$ cat src/rtl/mpi_slave_if.sv
`default_nettype none
// ============================================================================
//  Module      : mpi_slave_if
//  Description : 1801VM1-style asynchronous bus bundle (SYNC/DIN/DOUT/WTBT/
//                RPLY plus address and data lines). The master drives the
//                cycle-control, address and write-data lines. A responder
//                drives RPLY and the read-data lines.
//  Ports       : bus_addr, bus_wdata (master->slave, 16 bit)
//                bus_rdata          (slave->master, 16 bit, zero when idle)
//                SYNC, DIN, DOUT, WTBT (master->slave, cycle control)
//                RPLY               (slave->master, reply pulse)
//  Revision    : 1.0  initial release
// ============================================================================
interface mpi_slave_if;
    logic [15:0] bus_addr;
    logic [15:0] bus_wdata;
    logic [15:0] bus_rdata;
    logic        SYNC;
    logic        DIN;
    logic        DOUT;
    logic        WTBT;
    logic        RPLY;

    modport master (
        output bus_addr, bus_wdata, SYNC, DIN, DOUT, WTBT,
        input  bus_rdata, RPLY
    );

    modport slave (
        input  bus_addr, bus_wdata, SYNC, DIN, DOUT, WTBT,
        output bus_rdata, RPLY
    );
endinterface
`default_nettype wire

$ cat src/rtl/mpi_slave.sv
`default_nettype none
// ============================================================================
//  Module      : mpi_slave
//  Description : Bus responder for the 1801VM1 SYNC/DIN/DOUT/WTBT/RPLY bus.
//                It decodes a 2^(AW+1)-byte window at BASE and runs one word
//                or byte access on a synchronous RAM port. It then answers
//                with a one-ce-cycle RPLY pulse. Out-of-window cycles are
//                ignored, so they get no sel and no reply.
//  Ports       : clk, reset_n (sync, active low), ce (clock enable)
//                bus      : mpi_slave_if.slave bus bundle
//                sel      : responder owns the current cycle
//                mem_addr : RAM word address (AW bits)
//                mem_rd   : RAM read strobe
//                mem_we   : RAM byte-lane write enables {hi,lo}
//                mem_wdata: RAM write data
//                mem_rdata: RAM read data, valid one clk after mem_rd
//  Revision    : 1.0  initial release
// ============================================================================
module mpi_slave #(
    parameter logic [15:0] BASE        = 16'o100000,
    parameter int          AW          = 10,
    parameter int          WAIT_STATES = 0
) (
    input  wire logic          clk,
    input  wire logic          reset_n,
    input  wire logic          ce,
    mpi_slave_if.slave         bus,
    output logic               sel,
    output logic [AW-1:0]      mem_addr,
    output logic               mem_rd,
    output logic [1:0]         mem_we,
    output logic [15:0]        mem_wdata,
    input  wire logic [15:0]   mem_rdata
);

    typedef enum logic [2:0] {
        S_IDLE    = 3'd0,
        S_WAIT    = 3'd1,
        S_ACCESS  = 3'd2,
        S_CAPTURE = 3'd3,
        S_REPLY   = 3'd4,
        S_RELEASE = 3'd5
    } state_t;

    // BASE is aligned to the window size, so only the bits above the window
    // need comparing.
    localparam logic [15:0] c_win_mask = 16'(~((32'd1 << (AW + 1)) - 32'd1));
    localparam logic [3:0]  c_wait     = 4'(WAIT_STATES);

    state_t          r_state;
    state_t          w_next;
    logic [3:0]      r_cnt;
    logic [AW-1:0]   r_addr;
    logic            r_dir;      // 1 = write
    logic            r_byte;
    logic            r_odd;
    logic [15:0]     r_wdata;
    logic [15:0]     r_rdata;
    logic            r_sel;

    logic            w_cyc;
    logic            w_in_win;
    logic            w_latch;
    logic            w_to_idle;
    logic            w_mem_rd;
    logic [1:0]      w_mem_we;

    assign w_cyc    = bus.SYNC & (bus.DIN ^ bus.DOUT);
    assign w_in_win = (bus.bus_addr & c_win_mask) == (BASE & c_win_mask);

    // State register
    always_ff @(posedge clk) begin
        if (!reset_n)
            r_state <= S_IDLE;
        else if (ce)
            r_state <= w_next;
    end

    // Next state and strobes
    always_comb begin
        w_next    = r_state;
        w_latch   = 1'b0;
        w_mem_rd  = 1'b0;
        w_mem_we  = 2'b00;
        case (r_state)
            S_IDLE: begin
                if (w_cyc) begin
                    if (w_in_win) begin
                        w_latch = 1'b1;
                        w_next  = (c_wait == 4'd0) ? S_ACCESS : S_WAIT;
                    end else begin
                        // Park until SYNC drops so the foreign cycle is not
                        // re-decoded while it is still active.
                        w_next = S_RELEASE;
                    end
                end
            end
            S_WAIT: begin
                if (!bus.SYNC)
                    w_next = S_IDLE;
                else if (r_cnt <= 4'd1)
                    w_next = S_ACCESS;
            end
            S_ACCESS: begin
                w_next = bus.SYNC ? S_CAPTURE : S_IDLE;
                if (!r_dir)
                    w_mem_rd = 1'b1;
                else if (!r_byte)
                    w_mem_we = 2'b11;
                else
                    w_mem_we = r_odd ? 2'b10 : 2'b01;
            end
            S_CAPTURE: w_next = bus.SYNC ? S_REPLY : S_IDLE;
            S_REPLY:   w_next = bus.SYNC ? S_RELEASE : S_IDLE;
            S_RELEASE: if (!bus.SYNC) w_next = S_IDLE;
            default:   w_next = S_IDLE;
        endcase
    end

    assign w_to_idle = (w_next == S_IDLE) && (r_state != S_IDLE);

    // Datapath registers
    always_ff @(posedge clk) begin
        if (!reset_n) begin
            r_cnt   <= 4'd0;
            r_addr  <= '0;
            r_dir   <= 1'b0;
            r_byte  <= 1'b0;
            r_odd   <= 1'b0;
            r_wdata <= 16'd0;
            r_rdata <= 16'd0;
            r_sel   <= 1'b0;
        end else if (ce) begin
            if (w_latch) begin
                r_addr  <= bus.bus_addr[AW:1];
                r_dir   <= bus.DOUT;
                r_byte  <= bus.WTBT;
                r_odd   <= bus.bus_addr[0];
                r_wdata <= bus.bus_wdata;
                r_cnt   <= c_wait;
                r_sel   <= 1'b1;
            end
            if (r_state == S_WAIT && r_cnt != 4'd0)
                r_cnt <= r_cnt - 4'd1;
            // Full word is returned; the master picks the byte it wants.
            if (r_state == S_CAPTURE && bus.SYNC && !r_dir)
                r_rdata <= mem_rdata;
            // Any return to IDLE (normal end or abort) releases the bus.
            if (w_to_idle) begin
                r_rdata <= 16'd0;
                r_sel   <= 1'b0;
            end
        end
    end

    assign bus.RPLY      = (r_state == S_REPLY);
    assign bus.bus_rdata = r_rdata;
    assign sel           = r_sel;
    assign mem_addr      = r_addr;
    assign mem_rd        = w_mem_rd;
    assign mem_we        = w_mem_we;
    assign mem_wdata     = r_wdata;

endmodule
`default_nettype wire

$ cat src/flat_wrapper.sv
// flat-port wrapper written by rule: the top's interface ports become plain ports
module mpi_slave_flat 
#(
    parameter logic [15:0] BASE        = 16'o100000,
    parameter int          AW          = 10,
    parameter int          WAIT_STATES = 0
)
  (clk, reset_n, ce, sel, mem_addr, mem_rd, mem_we, mem_wdata, mem_rdata, bus_bus_addr, bus_bus_wdata, bus_SYNC, bus_DIN, bus_DOUT, bus_WTBT, bus_bus_rdata, bus_RPLY);
  mpi_slave_if bus_i ();
  input  wire logic clk;
  input  wire logic reset_n;
  input  wire logic ce;
  output logic sel;
  output logic [AW-1:0] mem_addr;
  output logic mem_rd;
  output logic [1:0] mem_we;
  output logic [15:0] mem_wdata;
  input  wire logic [15:0] mem_rdata;
  input wire logic [$bits(bus_i.bus_addr)-1:0] bus_bus_addr;
  input wire logic [$bits(bus_i.bus_wdata)-1:0] bus_bus_wdata;
  input wire logic [$bits(bus_i.SYNC)-1:0] bus_SYNC;
  input wire logic [$bits(bus_i.DIN)-1:0] bus_DIN;
  input wire logic [$bits(bus_i.DOUT)-1:0] bus_DOUT;
  input wire logic [$bits(bus_i.WTBT)-1:0] bus_WTBT;
  output wire logic [$bits(bus_i.bus_rdata)-1:0] bus_bus_rdata;
  output wire logic [$bits(bus_i.RPLY)-1:0] bus_RPLY;
  assign bus_i.bus_addr = bus_bus_addr;
  assign bus_i.bus_wdata = bus_bus_wdata;
  assign bus_i.SYNC = bus_SYNC;
  assign bus_i.DIN = bus_DIN;
  assign bus_i.DOUT = bus_DOUT;
  assign bus_i.WTBT = bus_WTBT;
  assign bus_bus_rdata = bus_i.bus_rdata;
  assign bus_RPLY = bus_i.RPLY;
  mpi_slave #(.BASE(BASE), .AW(AW), .WAIT_STATES(WAIT_STATES)) u_core (.clk(clk), .reset_n(reset_n), .ce(ce), .bus(bus_i), .sel(sel), .mem_addr(mem_addr), .mem_rd(mem_rd), .mem_we(mem_we), .mem_wdata(mem_wdata), .mem_rdata(mem_rdata));
endmodule
$ cat config.mk
export PLATFORM = sky130hd
export DESIGN_NAME = mpi_slave_flat
export DESIGN_NICKNAME = d
export VERILOG_FILES = /design/src/rtl/mpi_slave_if.sv /design/src/rtl/mpi_slave.sv /design/src/flat_wrapper.sv
export SDC_FILE = /design/constraint.sdc
export NUM_CORES = 1
export LEC_CHECK = 0
export BUFFER_PORTS_ARGS = -buffer_cell sky130_fd_sc_hd__buf_2
export CAP_MARGIN = 20
export CORE_UTILIZATION = 45
export CTS_CLUSTER_SIZE = 40
export DETAILED_ROUTE_END_ITERATION = 8
export PLACE_DENSITY = 0.75
export SLEW_MARGIN = 30
export SYNTH_ARGS = -nofsm -noshare
export SYNTH_HDL_FRONTEND = slang
export SYNTH_SLANG_ARGS = --single-unit
$ cat constraint.sdc
create_clock -name clk -period 2.15 [get_ports clk]
set_clock_uncertainty 0.1 [all_clocks]
set_input_delay 0.215 -clock clk [delete_from_list [all_inputs] [get_ports clk]]
set_output_delay 0.215 -clock clk [all_outputs]
set_load 0.02 [all_outputs]
* After elaboration in Yosys (flattened, before gate mapping) *
Index checks and enable logic that the tools add are counted.

word-level totals
  memories = 0
  input port bits = 55
  RAM bits = 0
  bits in latches = 0
  bits in read-only memories = 0
  register bits after elaboration = 53

operators by class
  divide/modulo/power cells = 0
  equal/unequal tests = 6
  order comparisons = 1
  multiply operators = 0
  shift operators = 0
  reduce and logical (&&, ||, !) cells = 16
  bitwise gates (word level) = 2
  mux-type cells = 24
  add/sub/neg operators = 1

operators by type and width
  operator                                                        count
  two-way mux 16 bit                                              2
  two-way mux 3 bit                                               7
  one-hot mux 3 bit (6 select lines)                              1
  two-way mux 2 bit                                               5
  two-way mux 4 bit                                               2
  AND reduction 2 bit                                             4
  two-way mux 1 bit                                               7
  == test 3 x 2 -> 1 bit, second input constant                   2
  == test 3 bit, second input constant                            2
  logical NOT 3 bit                                               2
  nonzero test 2 bit                                              3
  == test 5 bit, second input constant                            1
  less-or-equal comparator 4 x 1 -> 1 bit, second input constant  1
  logical AND 1 bit                                               4
  nonzero test 4 bit                                              1
  subtractor 4 x 1 -> 4 bit, second input constant                1
  == test 3 x 1 -> 1 bit, second input constant                   1
  nonzero test 3 bit                                              1
  bitwise AND 1 bit                                               1
  logical NOT 1 bit                                               1
  bitwise XOR 1 bit                                               1

* Longest topological paths before layout *
Gate-level depths: netlist of the first run.

  depth after elaboration = 8
  depth in mapped cells = 6

* Worst setup path after synthesis of the first run *
No wires, ideal clock.

  kind = flip-flop to flip-flop
  start = reg u_core.r_state[0]
  end = reg u_core.r_addr[0] (netlist: u_core.mem_addr[0])
  data required time = 1.978 ns
  arrival time = 1.416 ns
  slack = 0.563 ns
  period minus slack after synthesis = 1.587 ns
  path buffers = 2
  stages on the path, launching flop included = 7
  path through = dfxtp_1 buf_6 nor4b_4 nand4b_4 nor2_8 buf_8 mux2i_1

on the way
  cells in the longest elaborated chain, start to end = 3

RTL lines
  what                           RTL line          RTL
  from (decl)                    mpi_slave.sv:50   state_t r_state;
  from (signal assigned)         mpi_slave.sv:76   r_state <= w_next;
  logical NOT 3 bit              mpi_slave.sv:85   case (r_state)
  two-way mux 1 bit              mpi_slave.sv:85
  AND reduction 2 bit (no line)  --
  to (signal assigned)           mpi_slave.sv:135  r_addr <= bus.bus_addr[AW:1];
  to (decl)                      mpi_slave.sv:53   logic [AW-1:0] r_addr;

No other way between the ends.
A chain may end at the register's enable or synchronous reset.

* Final worst setup path of the first run *
  start = reg u_core.r_state[0]
  end = out mem_we[0]

on the way
  cells in the longest elaborated chain, start to end = 2

RTL lines
  what                    RTL line            RTL
  == test 3 x 2 -> 1 bit  mpi_slave.sv:85
  two-way mux 2 bit       mpi_slave.sv:85
  to (decl)               flat_wrapper.sv:16  output logic [1:0] mem_we;

No other way between the ends.

==> results of run 1 <==
per-stage QoR:
| step | area [um^2] | std cells | setup slack (ns) | utilization, % |
|---|---|---|---|---|
| 2_1_floorplan | 2320 | 234 | 0.563 | - |
| 3_3_place_gp | 2840 | 391 | 0.467 | 58.6 |
| 3_5_place_dp | 2840 | 391 | 0.433 | 58.6 |
| 4_1_cts | 2960 | 400 | 0.328 | 61.1 |
| 5_1_grt | 2990 | 403 | 0.201 | 61.7 |
| 6_report | 2990 | 403 | 0.335 | 61.7 |
power groups by stage:
stage          Clock, uW  Combinational (uW)  Sequential (uW)
3_5_place_dp           0                 154             1020
5_1_grt              731                 178             1000
6_report             677                 161             1000
4_1_cts              701                 157              999
3_3_place_gp           0                 153             1020
2_1_floorplan          0                92.7             1020
registers in the layout, indices dropped and copies added (netlist names):
name	cells
u_core.bus.bus_rdata	16
u_core.mem_addr	10
u_core.mem_wdata	16
u_core.r_byte	1
u_core.r_cnt	4
u_core.r_dir	1
u_core.r_odd	1
u_core.r_state	3
u_core.sel	1
Yosys cell counts:
cell	n
a211oi_1	1
a21oi_1	5
a221oi_1	1
a2bb2oi_1	1
a32o_1	16
and4bb_1	1
buf_12	2
buf_2	2
buf_4	2
buf_6	1
buf_8	1
clkbuf_1	9
dfxtp_1	53
ha_1	3
inv_1	5
inv_2	2
mux2i_1	29
nand2_1	63
nand2b_1	1
nand3_1	4
nand4b_1	1
nand4b_4	1
nor2_1	4
nor2_8	1
nor2b_1	2
nor3_1	4
nor3b_1	1
nor4_2	1
nor4_4	1
nor4b_4	1
o2111ai_1	1
o21ai_0	3
o221a_1	2
o221ai_2	1
o22ai_1	1
o311a_1	1
o31ai_1	1
o32ai_1	1
or3b_1	1
xnor2_1	1
xor2_1	2
routing by layer:
metal,vias up,share of wire (%)
met3,8,4.9
li1,1026,-
met1,895,45
met4,0,1.9
met2,63,48
met5,-,0
worst reg2reg max path: cells and delay by family (launching register included):
kind,cells,cell delay [ns]
compound gates,3,0.89
simple gates,1,0.17
flops,1,0.47
final cells by class:
| class | count | area, um^2 |
|---|---|---|
| Timing Repair Buffer | 111 | 603 |
| Sequential cell | 53 | 1060 |
| Tap cell | 67 | 83.8 |
| Multi-Input combinational cell | 157 | 1110 |
| Fill cell | 428 | 1860 |
| Inverter | 7 | 26.3 |
| Clock inverter | 2 | 38.8 |
| Clock buffer | 6 | 72.6 |
worst paths after layout:
| kind | from | endpoint | slack, ns | cells past startpoint |
|---|---|---|---|---|
| setup / recovery | u_core.r_state[0] | mem_we[0] | 0.33 | 5 |
| hold / removal | mem_rdata[3] | u_core.bus.bus_rdata[3] | 0.01 | 2 |
| setup reg to reg | u_core.r_state[1] | u_core.bus.bus_rdata[8] | 0.42 | 4 |
| hold reg to reg | u_core.mem_addr[3] | u_core.mem_addr[3] | 0.36 | 2 |
cell families (layout without fill, tap and decap cells):
| group | Yosys count | in the layout |
|---|---|---|
| buffers and inverters | 24 | 126 |
| AND/OR/NAND/NOR | 87 | 87 |
| XOR/XNOR | 3 | 3 |
| multiplexers | 29 | 29 |
| adder cells (fa/ha/maj) | 3 | 3 |
| flip-flops | 53 | 53 |
| AO/OA/AOI/OAI | 35 | 35 |
layout by cell type, fill, tap and decap left out, types with 2 or more instances in the layout:
master | synthesis | layout
clkbuf_8 | 0 | 5
buf_4 | 2 | 5
inv_1 | 5 | 5
nand3_1 | 4 | 4
dfxtp_1 | 53 | 53
ha_1 | 3 | 3
a32o_1 | 16 | 16
dlygate4sd3_1 | 0 | 4
nor2_1 | 4 | 4
nor3_1 | 4 | 4
a21oi_1 | 5 | 5
xor2_1 | 2 | 2
mux2i_1 | 29 | 29
buf_2 | 2 | 101
nand2_1 | 63 | 63
o221a_1 | 2 | 2
inv_2 | 2 | 2
o21ai_0 | 3 | 3
nor2b_1 | 2 | 2
==> flow_summary.ini, run 1 <==
[synth]
synth_mux_area_share_pct = 12.5
synth_area_um2 = 2320
ys_ff_latch = 53
netlist_instances = 234
synth_seq_area_share_pct = 45.7
synth_area_leaders = dfxtp_1 46%, mux2i_1 13%, nand2_1 10%
synth_top_cell_by_area = dfxtp_1
synth_compound_area_share_pct = 13.1
synthAdderAreaFrac_pct = 1.62
syn_area_per_cell_um2 = 9.91
synth-simple-area-share_pct = 19.4
ys_warn_count = 0
synth-xor-area-share_pct = 1.13
synth_top_family_by_area = simple AND/OR/NAND/NOR gates
synthesis.nets = 292
synth_top_area_share_pct = 45.7
synthDistinctLibCells = 41

[worst_setup_path]
critPathMaxFanout = 10
required_ns = 1.84
crit_family = simple AND/OR/NAND/NOR gates
critical_path_buf_inv_count = 1
cp_slowest_stage_delay_ns = 0.43
crit_arrival_ns = 1.50
cpMaxStageDelayCell = dfxtp_1
worst-setup-path-type = reg -> out
path_cells = nand2b_1 > nor2_1 > nand2_1 > a21oi_1 > buf_2
startpoint_type = flop
cp-end-kind = output port

[cells_and_area]
syn_to_final_growth_pct = 29.0
finalNetCount = 393
drive_above_1_share_pct = 36.3
n_antenna_cell = 0

[global_route]
grt_pass1_vias = 1714
met2_usage_pct = 31.0
grt.overflow.total = 0
grt_max_degree = 42
use_met1_pct = 19.9
grt_antenna_before_repair = 0
top_usage_layer = met2
grt_pass1_wl_um = 7430
grt_use_met3_pct = 5.62
grt_use_total_pct = 18.0

[floorplan]
initial_core_util_pct = 47.8
die_x_um = 73.8
core_um2 = 4850
io_pins = 102
fp-row-count = 25
die_y_um = 73.8
dieArea_um2 = 5450

[power_and_ir_drop]
p_seq_share_pct = 54.4
power_uw = 1840
combPwrFrac_pct = 8.8
internal_power_uw = 1410
power_switching_uw = 425
ir_drop_mv = 0.342
p_per_area_nw_per_um2 = 614
p_leak_uw = 0.00138
p_sw_share_pct = 23.1
clkPwrFrac_pct = 36.8

[route]
drt_iter0_markers = 65
postRouteAntennaNets = 0
num_vias = 1992
first_pass_iters = 4
wire_per_inst_um = 12.4
drc = 0
vias_per_cell = 4.94
postRouteWirelength_um = 5010

[status]
status = finished, final reports clean

[cts]
root_buffer = clkbuf_8
numCtsBuffers = 5
post-cts-setup-buffers = 0
cts_hold_buffers = 1
clkLatencyLatePin_ns = 0.31
cts_tree = built
clockBufferDepth = 2
cts-htree-levels = 2
cts_resized = 0
clk_pin_slew_ns = 0.10
cts.sinks = 53

[sta]
hold_viol_final = 0
worst_pin_slew_ns = 0.744
slew_viol_final = 0
fin_crit_ns = 1.82
clock.fmax_mhz = 551
max-slew-margin-rel_pct = 50.4
rsz0062_at_grt = no
fin_tns_setup_ns = 0
setup_viol = 0
hold-worst-slack_ns = 0.0123
min_period_over_period_pct = 84.4

[placed_design]
placement.io_buffers = 101
dpl.hpwl_um = 3450
place_congestion = 0.833

[flow_run]
cap_viol_max_count = 0

[worst_hold_path]
hold_path.class = in -> reg
Power figures use the tool's default switching activity.
==> run 2, diff against run 1 <==
- CORE_UTILIZATION: 45 -> 42
- PLACE_DENSITY: 0.75 -> 0.73
- clock period: 2.15 -> 1.6 ns (I/O delays scaled with it)
==> flow_summary.ini, run 2 (synthesis results as in run 1) <==
[cts]
cts_tree = built
clk_pin_slew_ns = 0.10
clockBufferDepth = 2
clkLatencyLatePin_ns = 0.30
root_buffer = clkbuf_8
cts-htree-levels = 2
numCtsBuffers = 5
cts.sinks = 53

[power_and_ir_drop]
internal_power_uw = 1830
p_per_area_nw_per_um2 = 680
combPwrFrac_pct = 13.9
clkPwrFrac_pct = 31.0
p_leak_uw = 0.00161
ir_drop_mv = 0.517
power_switching_uw = 595
p_seq_share_pct = 55.1
p_sw_share_pct = 24.6

[worst_setup_path]
rr_startpoint = u_core.r_state[0]
path_cells = nor4b_4 > nand4b_4 > nor2_8 > buf_12 > mux2i_2
cpMaxStageDelayCell = dfxtp_4
worst-setup-path-type = reg -> reg
crit_family = simple AND/OR/NAND/NOR gates
critical_path_buf_inv_count = 1
rr_endpoint = u_core.mem_wdata[12]
rrSetupSlack_ns = -0.08
crit_arrival_ns = 1.80
cp-end-kind = flop
required_ns = 1.72
startpoint_type = flop
critPathMaxFanout = 11
worst_r2r_path_depth = 5
crit_start = u_core.r_state[0]
cp_slowest_stage_delay_ns = 0.38

[route]
num_vias = 2265
vias_per_cell = 4.98
first_pass_iters = 4
postRouteWirelength_um = 6190
drt_iter0_markers = 110
postRouteAntennaNets = 0
wire_per_inst_um = 13.6
drc = 0

[global_route]
grt_use_total_pct = 21.8
grt_antenna_before_repair = 0
grt_max_degree = 51
grt_pass1_wl_um = 10300
grt.overflow.total = 0
grt_pass1_vias = 2317

[cells_and_area]
layout_commonest_cell = buf_2
drive_above_1_share_pct = 37.9
final_cell_mix = 98 x buf_2, 61 x nand2_1, 51 x dfxtp_1
finalNonFillerCells = 455
finalNetCount = 442
n_antenna_cell = 0
syn_to_final_growth_pct = 53.6

[worst_hold_path]
hold_path.class = in -> reg
min_delay_path_depth = 3
worstHoldStart = bus_bus_wdata[8]
hold_path_end = u_core.mem_wdata[8]

[placed_design]
placement.io_buffers = 101
dp.cells = 400
dpl.hpwl_um = 3700
place_congestion = 0.819
pre_cts_ws_ns = -0.0156

[status]
status = finished, violations left
violations = negative setup slack

[sta]
fin_crit_ns = 1.68
min_period_over_period_pct = 105
setup_viol = 22
rsz0062_at_grt = yes
worst_pin_slew_ns = 0.451
hold_viol_final = 0
clock.fmax_mhz = 596
max-slew-margin-rel_pct = 69.9
slew_viol_final = 0
setup_ws_ns = -0.0766

[floorplan]
die_y_um = 76.3
dieArea_um2 = 5820
die_x_um = 76.3
io_pins = 102
initial_core_util_pct = 44.6
fp-row-count = 26
core_um2 = 5200

[flow_run]
cap_viol_max_count = 0
==> run 2: how the worst max path moves through the flow <==
stage                           end  slack (ns)  depth (start not counted)
3_3_place_gp    u_core.mem_wdata[9]        0.04                          5
2_1_floorplan    u_core.mem_addr[0]        0.01                          6
4_1_cts                   mem_we[0]       -0.06                          6
5_1_grt        u_core.mem_wdata[12]       -0.13                          5
3_5_place_dp    u_core.mem_wdata[4]       -0.02                          5
6_report       u_core.mem_wdata[12]       -0.08                          5
==> run 2: metrics by stage <==
| stage | area, um^2 | power, uW | utilization (%) | hold WS [ns] | setup TNS, ns |
|---|---|---|---|---|---|
| finish | 3560 | 2420 | 68.5 | 0.0134 | -0.393 |
| global route | 3560 | 2540 | 68.5 | 0.0169 | -2.55 |
| CTS | 3520 | 2450 | 67.5 | 0.000597 | -0.611 |
| detailed placement | 2930 | 1600 | 56.3 | 0.276 | -0.103 |
| global placement | 2930 | 1600 | 56.3 | 0.268 | 0 |
| floorplan | 2320 | 1490 | - | 0.186 | 0 |
==> run 2: repair_timing <==
item,in CTS,in global routing
endpoints found under the hold margin,42,0
pin swaps,2,1
buffers inserted,4,0
cloned,1,0
setup endpoints to repair,27,37
hold buffers,42,0
resized for setup,9,14
==> run 2: cell type report <==
| cell class | instances | area, um^2 |
|---|---|---|
| Timing Repair Buffer | 160 | 1150 |
| Sequential cell | 53 | 1070 |
| Clock inverter | 2 | 13.8 |
| Clock buffer | 6 | 72.6 |
| Inverter | 7 | 26.3 |
| Tap cell | 70 | 87.6 |
| Fill cell | 427 | 1640 |
| Multi-Input combinational cell | 157 | 1150 |
==> run 2: power groups by stage <==
| stage | Sequential, uW | Clock (uW) | Combinational [uW] |
|---|---|---|---|
| 2_1_floorplan | 1370 | 0 | 125 |
| 3_3_place_gp | 1370 | 0 | 230 |
| 3_5_place_dp | 1370 | 0 | 231 |
| 4_1_cts | 1340 | 792 | 323 |
| 5_1_grt | 1340 | 837 | 366 |
| 6_report | 1340 | 751 | 336 |
==> run 2: per-layer routing <==
metal	global-route usage, %	share of wire [%]
met5	0	0
met4	10.4	2.5
met2	40.5	52
met3	4.31	6.0
met1	23.5	40
==> run 2: worst register-to-register path: stages (launching register included) <==
cell      delay [ns]
dfxtp_4         0.38
nor4b_4         0.34
nand4b_4        0.18
nor2_8          0.19
buf_12          0.17
mux2i_2         0.24
==> run 3, diff against run 2 <==
- PLACE_DENSITY: 0.73 -> 0.71
==> flow_summary.ini, run 3 (synthesis results as in run 1) <==
[worst_setup_path]
path_cells = nor4b_4 > nand4b_4 > nor2_8 > buf_12 > mux2i_1
startpoint_type = flop
required_ns = 1.73
crit_arrival_ns = 1.74
worst-setup-path-type = reg -> reg
worst_r2r_path_depth = 5
cpMaxStageDelayCell = dfxtp_2
cp-end-kind = flop
cp_slowest_stage_delay_ns = 0.37
critPathMaxFanout = 17

[floorplan]
core_um2 = 5200
io_pins = 102
die_y_um = 76.3
die_x_um = 76.3
fp-row-count = 26
dieArea_um2 = 5820
initial_core_util_pct = 44.6

[global_route]
grt_pass1_vias = 2128
grt.overflow.total = 0
grt_max_degree = 32
grt_use_total_pct = 20.0
grt_pass1_wl_um = 9390
grt_antenna_before_repair = 0

[placed_design]
dpl.hpwl_um = 3730
place_congestion = 0.804
dpl_cell_area_um2 = 2940
placement.io_buffers = 101
dp.cells = 402

[cts]
cts-htree-levels = 2
clockBufferDepth = 2
clk_pin_slew_ns = 0.10
clkLatencyLatePin_ns = 0.30
cts_tree = built
numCtsBuffers = 5
cts.sinks = 53
root_buffer = clkbuf_8

[sta]
hold-worst-slack_ns = 0.00415
hold_viol_final = 0
rsz0062_at_grt = yes
min_period_over_period_pct = 101
fin_crit_ns = 1.61
worst_pin_slew_ns = 0.431
clock.fmax_mhz = 620
slew_viol_final = 0
max-slew-margin-rel_pct = 71.3
setup_viol = 5
setup_ws_ns = -0.0124

[route]
wire_per_inst_um = 12.8
first_pass_iters = 5
num_vias = 2165
postRouteAntennaNets = 0
drt_iter0_markers = 78
postRouteWirelength_um = 5770
drc = 0
vias_per_cell = 4.81

[power_and_ir_drop]
p_leak_uw = 0.00157
ir_drop_mv = 0.433
p_per_area_nw_per_um2 = 698

[status]
status = finished, violations left
violations = negative setup slack

[cells_and_area]
drive_above_1_share_pct = 36.3
layout_commonest_cell = buf_2
final_cell_mix = 99 x buf_2, 62 x nand2_1, 50 x dfxtp_1
fillers = 423
finalNetCount = 437
syn_to_final_growth_pct = 48.4
final_cell_area_um2 = 3440
n_antenna_cell = 0
finalNonFillerCells = 450

[flow_run]
cap_viol_max_count = 0

[worst_hold_path]
hold_path.class = in -> reg
min_delay_path_depth = 3
[run 3: power by group]
group	total (uW)	internal [uW]	switching (uW)	leakage (uW)
combinational	313	175	139	0.00109
sequential	1340	1330	11.7	0.000428
clock	750	313	437	0.0000456
[run 3: worst paths after layout]
check	startpoint	endpoint	slack, ns
worst min register to register	u_core.mem_wdata[15]	u_core.mem_wdata[15]	0.36
worst min-delay path	bus_bus_wdata[10]	u_core.mem_wdata[10]	0.004
worst max-delay path	u_core.r_state[1]	u_core.mem_addr[5]	-0.01
worst max register to register	u_core.r_state[1]	u_core.mem_addr[5]	-0.01
[run 3: critical path: cells and delay by family, from the launching register on]
family | cells | cell delay [ns]
buffers and inverters | 1 | 0.19
DFF | 1 | 0.37
muxes | 1 | 0.20
and+or+nand+nor | 3 | 0.69
[run 3: layout make-up]
cell class	instances	area, um^2	area share (%)
Clock buffer	6	72.6	2.11
Clock inverter	2	13.8	0.400
Inverter	7	26.3	0.763
Multi-Input combinational cell	157	1110	32.4
Sequential cell	53	1060	30.9
Tap cell	70	87.6	2.54
Timing Repair Buffer	155	1060	30.9
[run 3: through the flow]
stage	setup TNS, ns	power (uW)	setup WS, ns	util [%]
finish	-0.0377	2400	-0.0124	66.2
global route	-1.20	2510	-0.0823	66.2
CTS	-0.0812	2430	-0.0328	65.8
floorplan	0	1490	0.0129	-
global placement	0	1600	0.0128	56.5
detailed placement	-0.0972	1600	-0.0279	56.5
[run 3: routing by layer]
layer,global-route usage (%),wire length [um]
met5,0,0
met2,38.5,3010
met3,4.07,225
met1,21.5,2470
met4,6.35,75
[run 3: timing repair]
action / in CTS / in global routing
hold buffers: 38 / 1
endpoints found under the setup margin: 47 / 35
hold endpoints to repair: 38 / 1
resized for setup: 5 / 4
pin swaps: 1 / 0
setup buffers: 1 / 0
